<file path="src/rtl/rx_intf_m_axis_arbiter.sv">
// Purpose: round-robin share of the rx m_axis/S2MM channel between the wifi rx path (0) and IQ capture (1).
// Latency: request to registered grant is 1 cycle; data/valid/start are muxed combinationally from the owner.
// Backpressure: ownership is held until m_axis_tlast, abort or timeout, then an idle gap precedes the next grant.
module rx_intf_m_axis_arbiter #(
  parameter int C_M00_AXIS_TDATA_WIDTH = 64,
  parameter int TIMEOUT_WIDTH          = 13,
  parameter int RST_CYCLES             = 8,
  parameter int GAP_CYCLES             = 2
) (
  input  logic                              clk,
  input  logic                              rst,
  input  logic                              req0,
  input  logic                              req1,
  input  logic                              start0,
  input  logic                              start1,
  input  logic [C_M00_AXIS_TDATA_WIDTH-1:0] data0,
  input  logic [C_M00_AXIS_TDATA_WIDTH-1:0] data1,
  input  logic                              valid0,
  input  logic                              valid1,
  input  logic                              m_axis_tlast,
  input  logic                              tsf_pulse_1M,
  input  logic                              timeout_en,
  input  logic [TIMEOUT_WIDTH-1:0]          timeout_top,
  output logic                              gnt0,
  output logic                              gnt1,
  output logic                              start_1trans_to_m_axis,
  output logic [C_M00_AXIS_TDATA_WIDTH-1:0] data_to_m_axis_out,
  output logic                              data_ready_to_m_axis_out,
  output logic                              m_axis_rst,
  output logic                              timeout_pulse,
  output logic                              owner,
  output logic                              busy
);

  typedef enum logic [2:0] {
    S_IDLE    = 3'd0,
    S_GRANT   = 3'd1,
    S_XFER    = 3'd2,
    S_RECOVER = 3'd3,
    S_GAP     = 3'd4
  } state_t;

  // One counter serves both the recovery hold and the idle gap.
  localparam int CNT_MAX = (RST_CYCLES > GAP_CYCLES) ? RST_CYCLES : GAP_CYCLES;
  localparam int CNT_W   = (CNT_MAX > 1) ? $clog2(CNT_MAX) : 1;
  localparam logic [CNT_W-1:0] RST_LAST = CNT_W'(RST_CYCLES - 1);
  localparam logic [CNT_W-1:0] GAP_LAST = CNT_W'(GAP_CYCLES - 1);

  state_t                   r_state, w_state_nxt;
  logic                     r_gnt0, w_gnt0_nxt;
  logic                     r_gnt1, w_gnt1_nxt;
  logic                     r_owner, w_owner_nxt;
  logic [TIMEOUT_WIDTH-1:0] r_timer, w_timer_nxt;
  logic [CNT_W-1:0]         r_cnt, w_cnt_nxt;
  logic                     r_m_axis_rst, w_m_axis_rst_nxt;
  logic                     r_timeout_pulse, w_timeout_pulse_nxt;
  logic                     w_start_out;

  logic                     w_own_req;
  logic                     w_own_start;
  logic                     w_own_valid;
  logic                     w_win;
  logic                     w_timeout;
  logic [TIMEOUT_WIDTH-1:0] w_timer_inc;

  assign w_own_req   = r_owner ? req1   : req0;
  assign w_own_start = r_owner ? start1 : start0;
  assign w_own_valid = r_owner ? valid1 : valid0;
  // On a tie the previous owner yields; a lone request simply wins.
  assign w_win       = (req0 && req1) ? ~r_owner : req1;
  assign w_timeout   = timeout_en && (r_timer > timeout_top);
  assign w_timer_inc = (tsf_pulse_1M && (r_timer != '1)) ? (r_timer + 1'b1) : r_timer;

  // State and output registers; reset drops any transfer without a recovery pulse.
  always_ff @(posedge clk) begin
    if (rst) begin
      r_state         <= S_IDLE;
      r_gnt0          <= 1'b0;
      r_gnt1          <= 1'b0;
      r_owner         <= 1'b1;
      r_timer         <= '0;
      r_cnt           <= '0;
      r_m_axis_rst    <= 1'b0;
      r_timeout_pulse <= 1'b0;
    end else begin
      r_state         <= w_state_nxt;
      r_gnt0          <= w_gnt0_nxt;
      r_gnt1          <= w_gnt1_nxt;
      r_owner         <= w_owner_nxt;
      r_timer         <= w_timer_nxt;
      r_cnt           <= w_cnt_nxt;
      r_m_axis_rst    <= w_m_axis_rst_nxt;
      r_timeout_pulse <= w_timeout_pulse_nxt;
    end
  end

  // Next-state, grant, timer and recovery decisions.
  always_comb begin
    w_state_nxt         = r_state;
    w_gnt0_nxt          = r_gnt0;
    w_gnt1_nxt          = r_gnt1;
    w_owner_nxt         = r_owner;
    w_timer_nxt         = r_timer;
    w_cnt_nxt           = r_cnt;
    w_m_axis_rst_nxt    = r_m_axis_rst;
    w_timeout_pulse_nxt = 1'b0;
    w_start_out         = 1'b0;
    case (r_state)
      S_IDLE: begin
        if (req0 || req1) begin
          w_owner_nxt = w_win;
          w_gnt0_nxt  = ~w_win;
          w_gnt1_nxt  = w_win;
          w_timer_nxt = '0;
          w_state_nxt = S_GRANT;
        end
      end
      S_GRANT: begin
        w_timer_nxt = w_timer_inc;
        w_start_out = w_own_start;
        if (w_own_start) begin
          w_state_nxt = S_XFER;
        end else if (!w_own_req) begin
          w_gnt0_nxt  = 1'b0;
          w_gnt1_nxt  = 1'b0;
          w_cnt_nxt   = '0;
          w_state_nxt = S_GAP;
        end else if (w_timeout) begin
          w_gnt0_nxt          = 1'b0;
          w_gnt1_nxt          = 1'b0;
          w_m_axis_rst_nxt    = 1'b1;
          w_timeout_pulse_nxt = 1'b1;
          w_cnt_nxt           = '0;
          w_state_nxt         = S_RECOVER;
        end
      end
      S_XFER: begin
        w_timer_nxt = w_timer_inc;
        // A tlast in the same cycle as the timeout is a clean finish.
        if (m_axis_tlast) begin
          w_gnt0_nxt  = 1'b0;
          w_gnt1_nxt  = 1'b0;
          w_cnt_nxt   = '0;
          w_state_nxt = S_GAP;
        end else if (w_timeout) begin
          w_gnt0_nxt          = 1'b0;
          w_gnt1_nxt          = 1'b0;
          w_m_axis_rst_nxt    = 1'b1;
          w_timeout_pulse_nxt = 1'b1;
          w_cnt_nxt           = '0;
          w_state_nxt         = S_RECOVER;
        end
      end
      S_RECOVER: begin
        if (r_cnt == RST_LAST) begin
          w_m_axis_rst_nxt = 1'b0;
          w_cnt_nxt        = '0;
          w_state_nxt      = S_GAP;
        end else begin
          w_cnt_nxt = r_cnt + 1'b1;
        end
      end
      S_GAP: begin
        if (r_cnt == GAP_LAST) begin
          w_cnt_nxt   = '0;
          w_state_nxt = S_IDLE;
        end else begin
          w_cnt_nxt = r_cnt + 1'b1;
        end
      end
      default: begin
        w_gnt0_nxt  = 1'b0;
        w_gnt1_nxt  = 1'b0;
        w_cnt_nxt   = '0;
        w_state_nxt = S_IDLE;
      end
    endcase
  end

  assign gnt0                     = r_gnt0;
  assign gnt1                     = r_gnt1;
  assign owner                    = r_owner;
  assign m_axis_rst               = r_m_axis_rst;
  assign timeout_pulse            = r_timeout_pulse;
  assign busy                     = (r_state != S_IDLE);
  assign start_1trans_to_m_axis   = w_start_out;
  assign data_to_m_axis_out       = r_owner ? data1 : data0;
  assign data_ready_to_m_axis_out = ((r_state == S_GRANT) || (r_state == S_XFER)) && w_own_valid;

endmodule
</file>
<file path="config.mk">
export PLATFORM = sky130hd
export DESIGN_NAME = rx_intf_m_axis_arbiter
export DESIGN_NICKNAME = d
export VERILOG_FILES = /design/src/rtl/rx_intf_m_axis_arbiter.sv
export SDC_FILE = /design/constraint.sdc
export NUM_CORES = 1
export LEC_CHECK = 0
export BUFFER_PORTS_ARGS = -buffer_cell sky130_fd_sc_hd__buf_2
export CAP_MARGIN = 20
export CELL_PAD_IN_SITES_DETAIL_PLACEMENT = 1
export CELL_PAD_IN_SITES_GLOBAL_PLACEMENT = 1
export CORE_ASPECT_RATIO = 0.5
export CORE_UTILIZATION = 27
export DETAILED_ROUTE_END_ITERATION = 12
export PLACE_DENSITY = 0.94
export SLEW_MARGIN = 5
export SYNTH_ARGS = -nofsm -noshare
export SYNTH_HDL_FRONTEND = slang
export SYNTH_SLANG_ARGS = --single-unit
</file>
<file path="constraint.sdc">
create_clock -name clk -period 4.8 [get_ports clk]
set_input_delay 0 -clock clk [delete_from_list [all_inputs] [get_ports clk]]
set_output_delay 0 -clock clk [all_outputs]
set_load 0.005 [all_outputs]
</file>
# [Word level (Yosys, flattened, before mapping)]
# Cells that the tools add are included.
[totals] register_bits=24 inputBits=152 out_inout_bits=72 elab_cells=94
[classes] n_addsub=2 order_cmp=1 n_eq_ne=14 muxes=47 bitwise=4 n_reduce_logical=18
[ops] operator="2-to-1 mux 64 bit" count=1
[ops] operator="2-to-1 mux 3 bit" count=13
[ops] operator="one-hot mux 3 bit (5 select lines)" count=2
[ops] operator="2-to-1 mux 13 bit" count=2
[ops] operator="one-hot mux 13 bit (2 select lines)" count=1
[ops] operator="2-to-1 mux 1 bit" count=24
[ops] operator="adder 13 x 1 -> 13 bit (second input constant)" count=1
[ops] operator="greater-than comparator 13 bit" count=1
[ops] operator="!= test 13 bit (second input constant)" count=1
[ops] operator="!= test 2 bit (second input constant)" count=6
[ops] operator="AND reduction 3 bit" count=3
[ops] operator="one-hot mux 1 bit (4 select lines)" count=2
[ops] operator="== test 3 x 1 -> 1 bit (second input constant)" count=2
[ops] operator="== test 3 x 2 -> 1 bit (second input constant)" count=2
[ops] operator="== test 3 bit (second input constant)" count=2
[ops] operator="nonzero test 3 bit" count=2
[ops] operator="AND reduction 5 bit" count=1
[ops] operator="logical AND 1 bit" count=4
[ops] operator="NOT 1 bit" count=4
[ops] operator="AND reduction 2 bit" count=2
[ops] operator="OR reduction 2 bit" count=2
[ops] operator="adder 3 x 1 -> 3 bit (second input constant)" count=1
[ops] operator="zero test 3 bit" count=1
[ops] operator="one-hot mux 1 bit (3 select lines)" count=1
[ops] operator="4 further kinds" count=5

# [Depth between registers and ports, before layout]
# Gate-level depths: netlist (run 1).
[logic_depth] ltp_word=6 mapped_depth=8 mapped_depth_nobuf=8

# [Worst setup path before layout (run 1)]
# OpenSTA, ideal clock, no wires.
[synth_path] path_type="reg-to-reg" from="register r_timer[10]" to="register r_state[0]" setup_time_ns=0.135 arrival_ns=1.675 required_ns=4.665 slack_ns=2.989 stages_incl_launch_ff=7 n_path_buf=0 synth_period_minus_slack_ns=1.811 path_cell_list="dfxtp_1 > ha_1 > nand4_1 > o41ai_1 > a21oi_1 > a221oi_1 > nor3_1"
[synth_between] elab_chain_len=6 elab_cells_between_ends=7 cone_classes="1 x order compare; 5 x mux; 1 x reduce/logical"
[synth_rtl] element="start: declaration" line_no="53" rtl="logic [TIMEOUT_WIDTH-1:0] r_timer, w_timer_nxt;"
[synth_rtl] element="start signal: assignment" line_no="90" rtl="r_timer <= w_timer_nxt;"
[synth_rtl] element="greater-than comparator 13 bit *" line_no="71" rtl="assign w_timeout = timeout_en && (r_timer > timeout_top);"
[synth_rtl] element="logical AND 1 bit *" line_no="71"
[synth_rtl] element="2-to-1 mux 3 bit *"
[synth_rtl] element="2-to-1 mux 3 bit (2 in a row)"
[synth_rtl] element="one-hot mux 3 bit (5 select lines) *"
[synth_rtl] element="end signal: assignment" line_no="86" rtl="r_state <= w_state_nxt;"
[synth_rtl] element="end: declaration" line_no="49" rtl="state_t r_state, w_state_nxt;"
# Every way passes the cells marked *; elsewhere a longest branch is shown, timed or not.
# A chain may end at the register's enable or synchronous reset.

# [Worst setup path in the final report (run 1)]
[layout_path] from="register r_state[1]" to="register r_timer[9]"
[layout_between] elab_chain_len=4 elab_cells_between_ends=9 cone_classes="4 x eq/ne; 1 x mux; 4 x reduce/logical"
[layout_rtl] element="== test 3 x 1 -> 1 bit / == test 3 x 2 -> 1 bit (equally long branches)" line_no="108" rtl="case (r_state)"
[layout_rtl] element="OR reduction 2 bit (no source line)"
[layout_rtl] element="!= test 2 x 1 -> 1 bit (no source line) / nonzero test 2 bit (equally long branches)"
[layout_rtl] element="AND reduction 3 bit (no source line)"
# Several ways; a longest one is shown, not always the timed one.

==> results of run 1 <==
layer usage:
metal  global-route usage (%)  routed length (µm)  vias to the layer above
met5                        0                   0                        -
met4                    9.524                 397                        0
met3                    4.094                 633                       27
met2                    39.34                5328                       97
met1                    26.10                4443                     1433
li1                         -                   -                     1458
cells in the mapped netlist, drive strengths merged (2+ instances only):
cell type,count
a21o,2
a21oi,14
a22oi,3
a31oi,2
and2,2
and3,5
buf,11
clkbuf,4
dfxtp,24
ha,17
inv,22
mux2,65
mux2i,3
nand2,17
nand2b,6
nand3,12
nand4,6
nor2,28
nor3,5
nor3b,5
o21ai,7
o31ai,2
or2,2
xnor2,2
xor2,8
registers in the layout, summed over array words and instances (netlist names):
name           cells
r_state            3
gnt0               1
r_cnt              3
owner              1
gnt1               1
timeout_pulse      1
m_axis_rst         1
r_timer           13
kinds of logic (layout without fill, tap and decap cells):
family                     count (synthesis)  after routing  share of synthesized area (%)
AOI/OAI and AO/OA                         42             42                          12.27
xor gates and xnor gates                  10             10                          3.548
adders and majority gates                 17             17                          8.616
buffers and inverters                     37            250                          6.031
DFF                                       24             24                          19.46
muxes                                     68             68                          31.37
and+or+nand+nor                           90             90                          18.70
cells in the final DEF (no fill, tap or decap), types with 2 or more instances in the layout:
cell type / n
sky130_fd_sc_hd__a31oi_1: 2
sky130_fd_sc_hd__a21o_1: 2
sky130_fd_sc_hd__inv_1: 22
sky130_fd_sc_hd__mux2i_1: 2
sky130_fd_sc_hd__a22oi_1: 2
sky130_fd_sc_hd__nand2_1: 17
sky130_fd_sc_hd__nand3_1: 12
sky130_fd_sc_hd__and3_1: 5
sky130_fd_sc_hd__a21oi_1: 14
sky130_fd_sc_hd__nor3b_1: 4
sky130_fd_sc_hd__o31ai_1: 2
sky130_fd_sc_hd__nor3_1: 5
sky130_fd_sc_hd__nand4_1: 5
sky130_fd_sc_hd__xnor2_1: 2
sky130_fd_sc_hd__ha_1: 17
sky130_fd_sc_hd__dfxtp_1: 23
sky130_fd_sc_hd__clkbuf_16: 3
sky130_fd_sc_hd__nand2b_1: 6
sky130_fd_sc_hd__xor2_1: 8
sky130_fd_sc_hd__and2_1: 2
sky130_fd_sc_hd__o21ai_0: 6
sky130_fd_sc_hd__nor2_1: 28
sky130_fd_sc_hd__buf_2: 223
sky130_fd_sc_hd__mux2_2: 65
tightest hold or removal path, delay by kind of cell:
| kind | cells | cell delay (ns) |
|---|---|---|
| buffers and inverters | 1 | 0.14 |
| AOI/OAI and AO/OA | 1 | 0.07 |
| and+or+nand+nor | 1 | 0.09 |
through the flow:
step | instance area [µm²] | setup WS (ns) | hold slack [ns] | power [µW]
after floorplan | 2469 | 2.989 | 0.1286 | 403.8
after CTS | 3762 | 2.507 | 0.06035 | 772.0
final | 3762 | 2.478 | 0.06466 | 763.2
after global placement | 3674 | 2.637 | 0.2900 | 553.7
after global routing | 3762 | 2.295 | 0.08258 | 808.6
after detailed placement | 3674 | 2.559 | 0.2939 | 566.4
worst max path at each step:
stage,from,to,slack (ns),depth (start not counted)
final,r_state[1]$_SDFFE_PP0P_,r_timer[9]$_SDFFE_PP0P_,2.48,6
after global placement,r_state[1]$_SDFFE_PP0P_,r_timer[8]$_SDFFE_PP0P_,2.64,6
after floorplan,r_timer[10]$_SDFFE_PP0P_,r_state[0]$_SDFFE_PP0P_,2.99,6
after global routing,r_state[1]$_SDFFE_PP0P_,r_timer[9]$_SDFFE_PP0P_,2.30,6
after detailed placement,r_state[1]$_SDFFE_PP0P_,r_timer[8]$_SDFFE_PP0P_,2.56,6
after CTS,r_state[1]$_SDFFE_PP0P_,r_timer[9]$_SDFFE_PP0P_,2.51,6
area by class of cell:
| class | instances | area, µm² |
|---|---|---|
| timing repair buffer | 224 | 1124 |
| inverter | 22 | 82.58 |
| sequential | 24 | 481.7 |
| clock buffer | 4 | 88.84 |
| multi-input combinational | 227 | 1839 |
| fill | 1120 | 5036 |
| tap | 117 | 146.4 |
report_power, final:
group / switching, µW / internal (µW)
Clock: 74.2 / 128
Sequential: 16.6 / 206
Combinational: 156 / 183
==> impl_summary.md, run 1 <==
Critical path
The critical path is of the reg2reg type. The critical path buffer and inverter count is 0. The arrival time of the worst setup path is 2.46 ns. Among cell families on the critical path, the largest total delay comes from compound AO/OA/AOI/OAI gates. The critical path's slowest cell is sky130_fd_sc_hd__a311oi_4. In this run the critical register-to-register path is launched from r_state[1]$_SDFFE_PP0P_. On the worst path, the slowest cell contributes a delay of 0.61 ns.

STA puts the critical path data required time at 4.94 ns. The startpoint type of the worst setup path is a flop. Of all nets on the critical path, the largest fanout is 14. The worst setup path is captured at a flop. The worst reg-to-reg path cell count is 6.

The worst register-to-register path ends at r_timer[9]$_SDFFE_PP0P_. Traced cell by cell, the critical path runs through xor2_1, a22oi_2, a311oi_4, nand3_1, xnor2_1, nor2_1. The setup slack on the worst flop-to-flop path is 2.48 ns.

STA
The number of failing setup endpoints in the final timing report is 0. The number of failing hold endpoints at the final stage is 0. The max-slew violation total from the final report is 0. Setup repair after global routing left no endpoint under its margin. Clock skew on the completed layout was measured at between 0.004 and 0.005 ns. The transition time at the pin with the least slew margin is 0.6998 ns. Static timing analysis puts the maximum clock frequency at 430.7 MHz. Dividing the final minimum period by the clock period gives 48.37%. The worst path in the final design needs a cycle of 2.322 ns, including I/O delays and setup.

The headroom to the max-slew limit is 52.74%. In the final timing run, aggregate negative setup slack is 0 ns.

Floorplan
The floorplan die area is 9553 µm². The standard cell core area is 8798 µm². The height of the die is 69.62 µm. Once the floorplan was initialized, standard cells occupied 28.06% of the core. The floorplan has 24 rows. 224 I/O pins were placed. In this run the horizontal extent of the chip is 137.2 µm.

Power
The power density over the cells is 202.8 nW/µm². The static power due to leakage is 0.001924 µW. The largest voltage drop on the vdd net is about 0.11 mV.

Clocking
The number of gates resized after cts is 0. The CTS tree is done. The clock latency on the worst-skew pair is approximately 0.26 ns.

The cell sitting at the root of the clock tree is a sky130_fd_sc_hd__clkbuf_16. Clock tree synthesis inserted a total of 3 buffers. No sink is reached through more buffers than the 2 on the longest clock path. After clock tree synthesis, the clock-pin slew on the worst setup and hold paths is approximately 0.06 ns.

Hold repair after CTS inserted 0 buffers. The sink count of the clock tree is 24. The number of post-CTS setup repair buffers is 0.

CTS built an H-tree with a depth of 1.

Routing
The number of search-and-repair iterations in the first detailed-routing pass is 4. The sum of routed wire length over all layers is around 11 mm. After detailed routing, the average wire length per cell comes to 17.48 µm. After detailed routing, the number of remaining DRC violations is 0. The count of nets left with antenna violations once routing finished came out at 0. Dividing the detail-routed via count by the number of cells gives approximately 5.

Across all layers, the routed design uses about 3000 vias. The first routing iteration left 112 violations.

Logic synthesis
The number of standard cells after synthesis is 288. Synthesis produced a netlist with a net count of 457. The average cell area after synthesis is 8.572 µm². The number of synthesized flops with an enable pin is 0.

For this run, the number of Yosys warnings is 0. For this run, asynchronously set or reset flops after synthesis account for 0%. The area of the mapped netlist is approximately 2500 µm². The proportion of synthesized chip area in sequential cells is between 10% and 20%. After synthesis, the largest area contributor takes up approximately 30% of total cell area. Yosys attributes the largest share of cell area to sky130_fd_sc_hd__mux2_2 (30%), sky130_fd_sc_hd__dfxtp_1 (19%), sky130_fd_sc_hd__ha_1 (8.6%), sky130_fd_sc_hd__nor2_1 (4.3%), sky130_fd_sc_hd__inv_1 (3.3%). The number of storage elements in the synthesis netlist is 24. The number of distinct library cells after synthesis is 47. The leading register cell type out of synthesis is sky130_fd_sc_hd__dfxtp_1.

sky130_fd_sc_hd__mux2_2 takes more of the synthesized area than any other cell.

Outcome
The flow ran to the end, and the final reports show no timing, DRC or antenna violations.

Min path
The count of cells along the worst hold path is 3. The worst hold path begins at req0. The worst hold path terminates at gnt0$_SDFFE_PP0P_.

The min-delay analysis places its worst path in the category in2reg.

Global route
The global routing usage summed across all routing layers is 22.23%. The number of antenna violations at the first check in global routing was 1. The maximum number of pins on one net before global-route repair is 57. The number of global-route vias before repair was 3106. The global route total overflow is 0. The global-route wire length before repair is 16.22 mm.

Final layout
In the final design database the tool counted roughly 670 nets. At the end of the flow the core is filled with cells to between 40% and 50%. The count of cells in the finished layout, fillers not included, comes to 618. The area added between synthesis and finish is 52.41%. The repair_antennas step left the layout with diodes totalling 0. Cells with a size suffix above 1 make up 60.68% of the layout.

Placed design
The cell total after placement is slightly above 600. Port buffering added 223 buffers. At the end of routability-driven placement, the weighted congestion stood at 0.9346. The HPWL after detailed placement is slightly above 9 mm.

Run
The max-cap violation count is 0.
(Power assumes the default switching activity.)
==> run 2, diff against run 1 <==
--- a/config.mk
+++ b/config.mk
@@ -10,9 +10,9 @@
 export CELL_PAD_IN_SITES_DETAIL_PLACEMENT = 1
 export CELL_PAD_IN_SITES_GLOBAL_PLACEMENT = 1
 export CORE_ASPECT_RATIO = 0.5
-export CORE_UTILIZATION = 27
+export CORE_UTILIZATION = 23
 export DETAILED_ROUTE_END_ITERATION = 12
-export PLACE_DENSITY = 0.94
+export PLACE_DENSITY = 0.86
 export SLEW_MARGIN = 5
 export SYNTH_ARGS = -nofsm -noshare
 export SYNTH_HDL_FRONTEND = slang
==> constraint.sdc (replaced) <==
create_clock -name clk -period 2.1 [get_ports clk]
set_input_delay 0 -clock clk [delete_from_list [all_inputs] [get_ports clk]]
set_output_delay 0 -clock clk [all_outputs]
set_load 0.005 [all_outputs]
==> run 2 against run 1 <==
Via count fell by 0.23%; register-to-register slack got worse by 2.4 ns; critical endpoint is now r_state[0]$_SDFFE_PP0P_; critical path type unchanged; design area up 3.3%; clock power rose to 2.7 times the previous value; flip-flop and latch count unchanged.
==> impl_summary.md, run 2 (synthesis results as in run 1) <==
STA
Final hold analysis gives a worst-case slack of 0.04565 ns. Setup repair after global routing left no endpoint under its margin. The worst path needs 2.005 ns of the cycle, external delays included.

The headroom to the max-slew limit is 66.45%. At the pin with the least slew margin, the transition time is 0.5033 ns. The max-slew violation total from the final report came to 0. The number of failing hold endpoints at the final stage is 0. The setup TNS is 0 ns. On the final layout, the worst clock skew is roughly 0.0043 ns.

Static timing analysis puts the maximum clock frequency at 498.7 MHz. The share of the clock period used by the worst path is 95.48%. Setup violations remaining at the end of the flow were counted as 0.

Final layout
Relative to the synthesized area, the layout overhead comes to 57.37%. In the final layout, the registers with the most flip-flops are r_timer (13), r_cnt (3), r_state (3). Leaving out fill and tap cells, the most frequent cells in the layout are sky130_fd_sc_hd__buf_2 (223), sky130_fd_sc_hd__mux2_2 (65), sky130_fd_sc_hd__nor2_1 (28).

The library cell used most frequently in the layout, excluding fill and tap cells, is sky130_fd_sc_hd__buf_2. The number of antenna cells inserted is 0. The finished layout holds between 600 and 700 standard cells, fillers aside. Counting flops per register, the top entry is r_timer. The flip-flop count of the largest register, all copies and words added is 13. The fill cell instance count of the final layout is 1315. The fraction of final layout cells sized beyond drive strength 1 is 61.96%.

At the end of the flow, the number of nets in the layout was 680. The final non-filler cell area is 3885 µm².

Routing
The per-cell routed wire length is 15.86 µm. After detailed routing, the total wire length is 10.31 mm. The DRC marker count from the first detailed-route iteration is between 50 and 60. The total number of vias is between 3000 and 4000. After detailed routing, the number of vias per cell comes to roughly 4.6. For this run, the detailed router's first-pass iteration total came to 4. In this run the remaining antenna-violating nets after routing total 0.

After detailed routing, the number of remaining DRC violations is 0.

Critical path
Measured in cells, the most critical reg-to-reg path has a length of 7. At the worst endpoint, the required time is 2.24 ns. The setup check on the worst reg-to-reg path leaves a slack of 0.09 ns. The class of the most critical setup path is reg2reg. The startpoint type of the worst setup path is a flop. The highest net fanout along the worst path is 5. The launch point of the worst reg-to-reg path is r_timer[6]$_SDFFE_PP0P_. The critical path ends at r_state[0]$_SDFFE_PP0P_.

STA classifies the critical path endpoint as a flop. The most critical setup path has its startpoint at r_timer[6]$_SDFFE_PP0P_. The endpoint identified for the worst register-to-register timing path is r_state[0]$_SDFFE_PP0P_. The arrival time of the worst setup path is about 2.2 ns.

Global route
The maximum number of pins on one net before global-route repair is 43. Global routing used 17.62% of the available tracks. The number of global-route vias before repair was 3060. The number of antenna violations at the first check in global routing is 0. The global route total overflow is 0. The first global-routing pass estimated 15.33 mm of wire.

Clocking
The clock buffer count from CTS is 3. The tree is rooted in a sky130_fd_sc_hd__clkbuf_16. The CTS tree is done.

The maximum root-to-sink buffer count is 2. The sink count of the clock tree is 24. Clock-pin slew was measured on the worst setup and hold paths at approximately 0.07 ns. Post-CTS timing repair inserted 0 buffers for setup.

The clock latency on the worst-skew pair is 0.26 ns. CTS built an H-tree with a depth of 1.

Floorplan
The height of the die is 75.26 µm. The floorplan has 26 rows. During I/O placement, the number of pins put on the boundary was 224. The floorplan step defined a core boundary enclosing approximately 10000 µm². The die span in x is 148.5 µm. Once the floorplan was initialized, standard cells occupied about a quarter of the core. The floorplan die area is ~11000 µm².

Power
Power spread over the standard cell area amounts to 476.3 nW/µm². The largest voltage drop on the vdd net is 0.2328 mV. The analysis attributes to cell leakage a power of 0.001980 µW.

Placed design
The congestion estimate from routability-driven global placement came to 0.8270. After detailed placement, the total cell area comes to 3770 µm². The cell total after placement is 646. The HPWL after detailed placement is approximately 8.6 mm. The count of buffers added on input and output ports is 223.

Min path
The class of the worst hold path is in2reg. The worst hold path was traced through 3 stages.

Outcome
The run finished with clean final reports.

Run
Max-cap violations in this run came to 0.
## run 2: worst min path at each step
stage          startpoint                endpoint  slack [ns]
2_1_floorplan    data0[0]   data_to_m_axis_out[0]        0.13
3_3_place_gp    data1[56]  data_to_m_axis_out[56]        0.29
3_5_place_dp    data0[16]  data_to_m_axis_out[16]        0.29
4_1_cts              req1       gnt1$_SDFFE_PP0P_        0.04
5_1_grt              req1       gnt1$_SDFFE_PP0P_        0.07
6_report             req0       gnt0$_SDFFE_PP0P_        0.05
## run 2: layer usage
metal	share of wire [%]	track usage [%]
met1	41	20.70
met2	52	33.80
met3	5.3	2.061
met4	2.0	6.415
met5	0	0
## run 2: cell type report
type / instances / area, µm² / share of cell area [%]
clock buffers: 3 / 75.07 / 1.932
clock inverters: 1 / 30.03 / 0.7729
inverters: 22 / 82.58 / 2.126
multi-input cells: 227 / 1847 / 47.54
flip-flops and latches: 24 / 484.2 / 12.46
well taps: 140 / 175.2 / 4.509
repair buffers: 233 / 1191 / 30.66
## run 2: timing repair
action                                 in CTS  in global routing
hold buffers                                0                  0
setup endpoints to repair                   1                  8
endpoints found under the hold margin       0                  0
pin swaps                                   0                  2
gates resized for setup                     1                  2
## run 2: power by group
group	internal (µW)	switching [µW]
Combinational	437	370
Sequential	471	18.6
Clock	379	174
## run 2: stage by stage
step                      util (%)  power [µW]  setup WS [ns]
after CTS                    37.65        1868        0.08346
after global routing         37.67        1959       0.008464
final                        37.67        1850        0.09487
after detailed placement     36.56        1306         0.1410
after global placement       36.56        1279         0.2213
after floorplan                  -       923.0         0.2894
## run 2: critical path, cell delays in order (launching register included)
cell and delay, ns:
sky130_fd_sc_hd__dfxtp_1 0.36, sky130_fd_sc_hd__ha_1 0.32, sky130_fd_sc_hd__nand4_1 0.19, sky130_fd_sc_hd__o41ai_2 0.40, sky130_fd_sc_hd__buf_4 0.18, sky130_fd_sc_hd__a21oi_1 0.05
sky130_fd_sc_hd__a221oi_1 0.30, sky130_fd_sc_hd__nor3_1 0.07
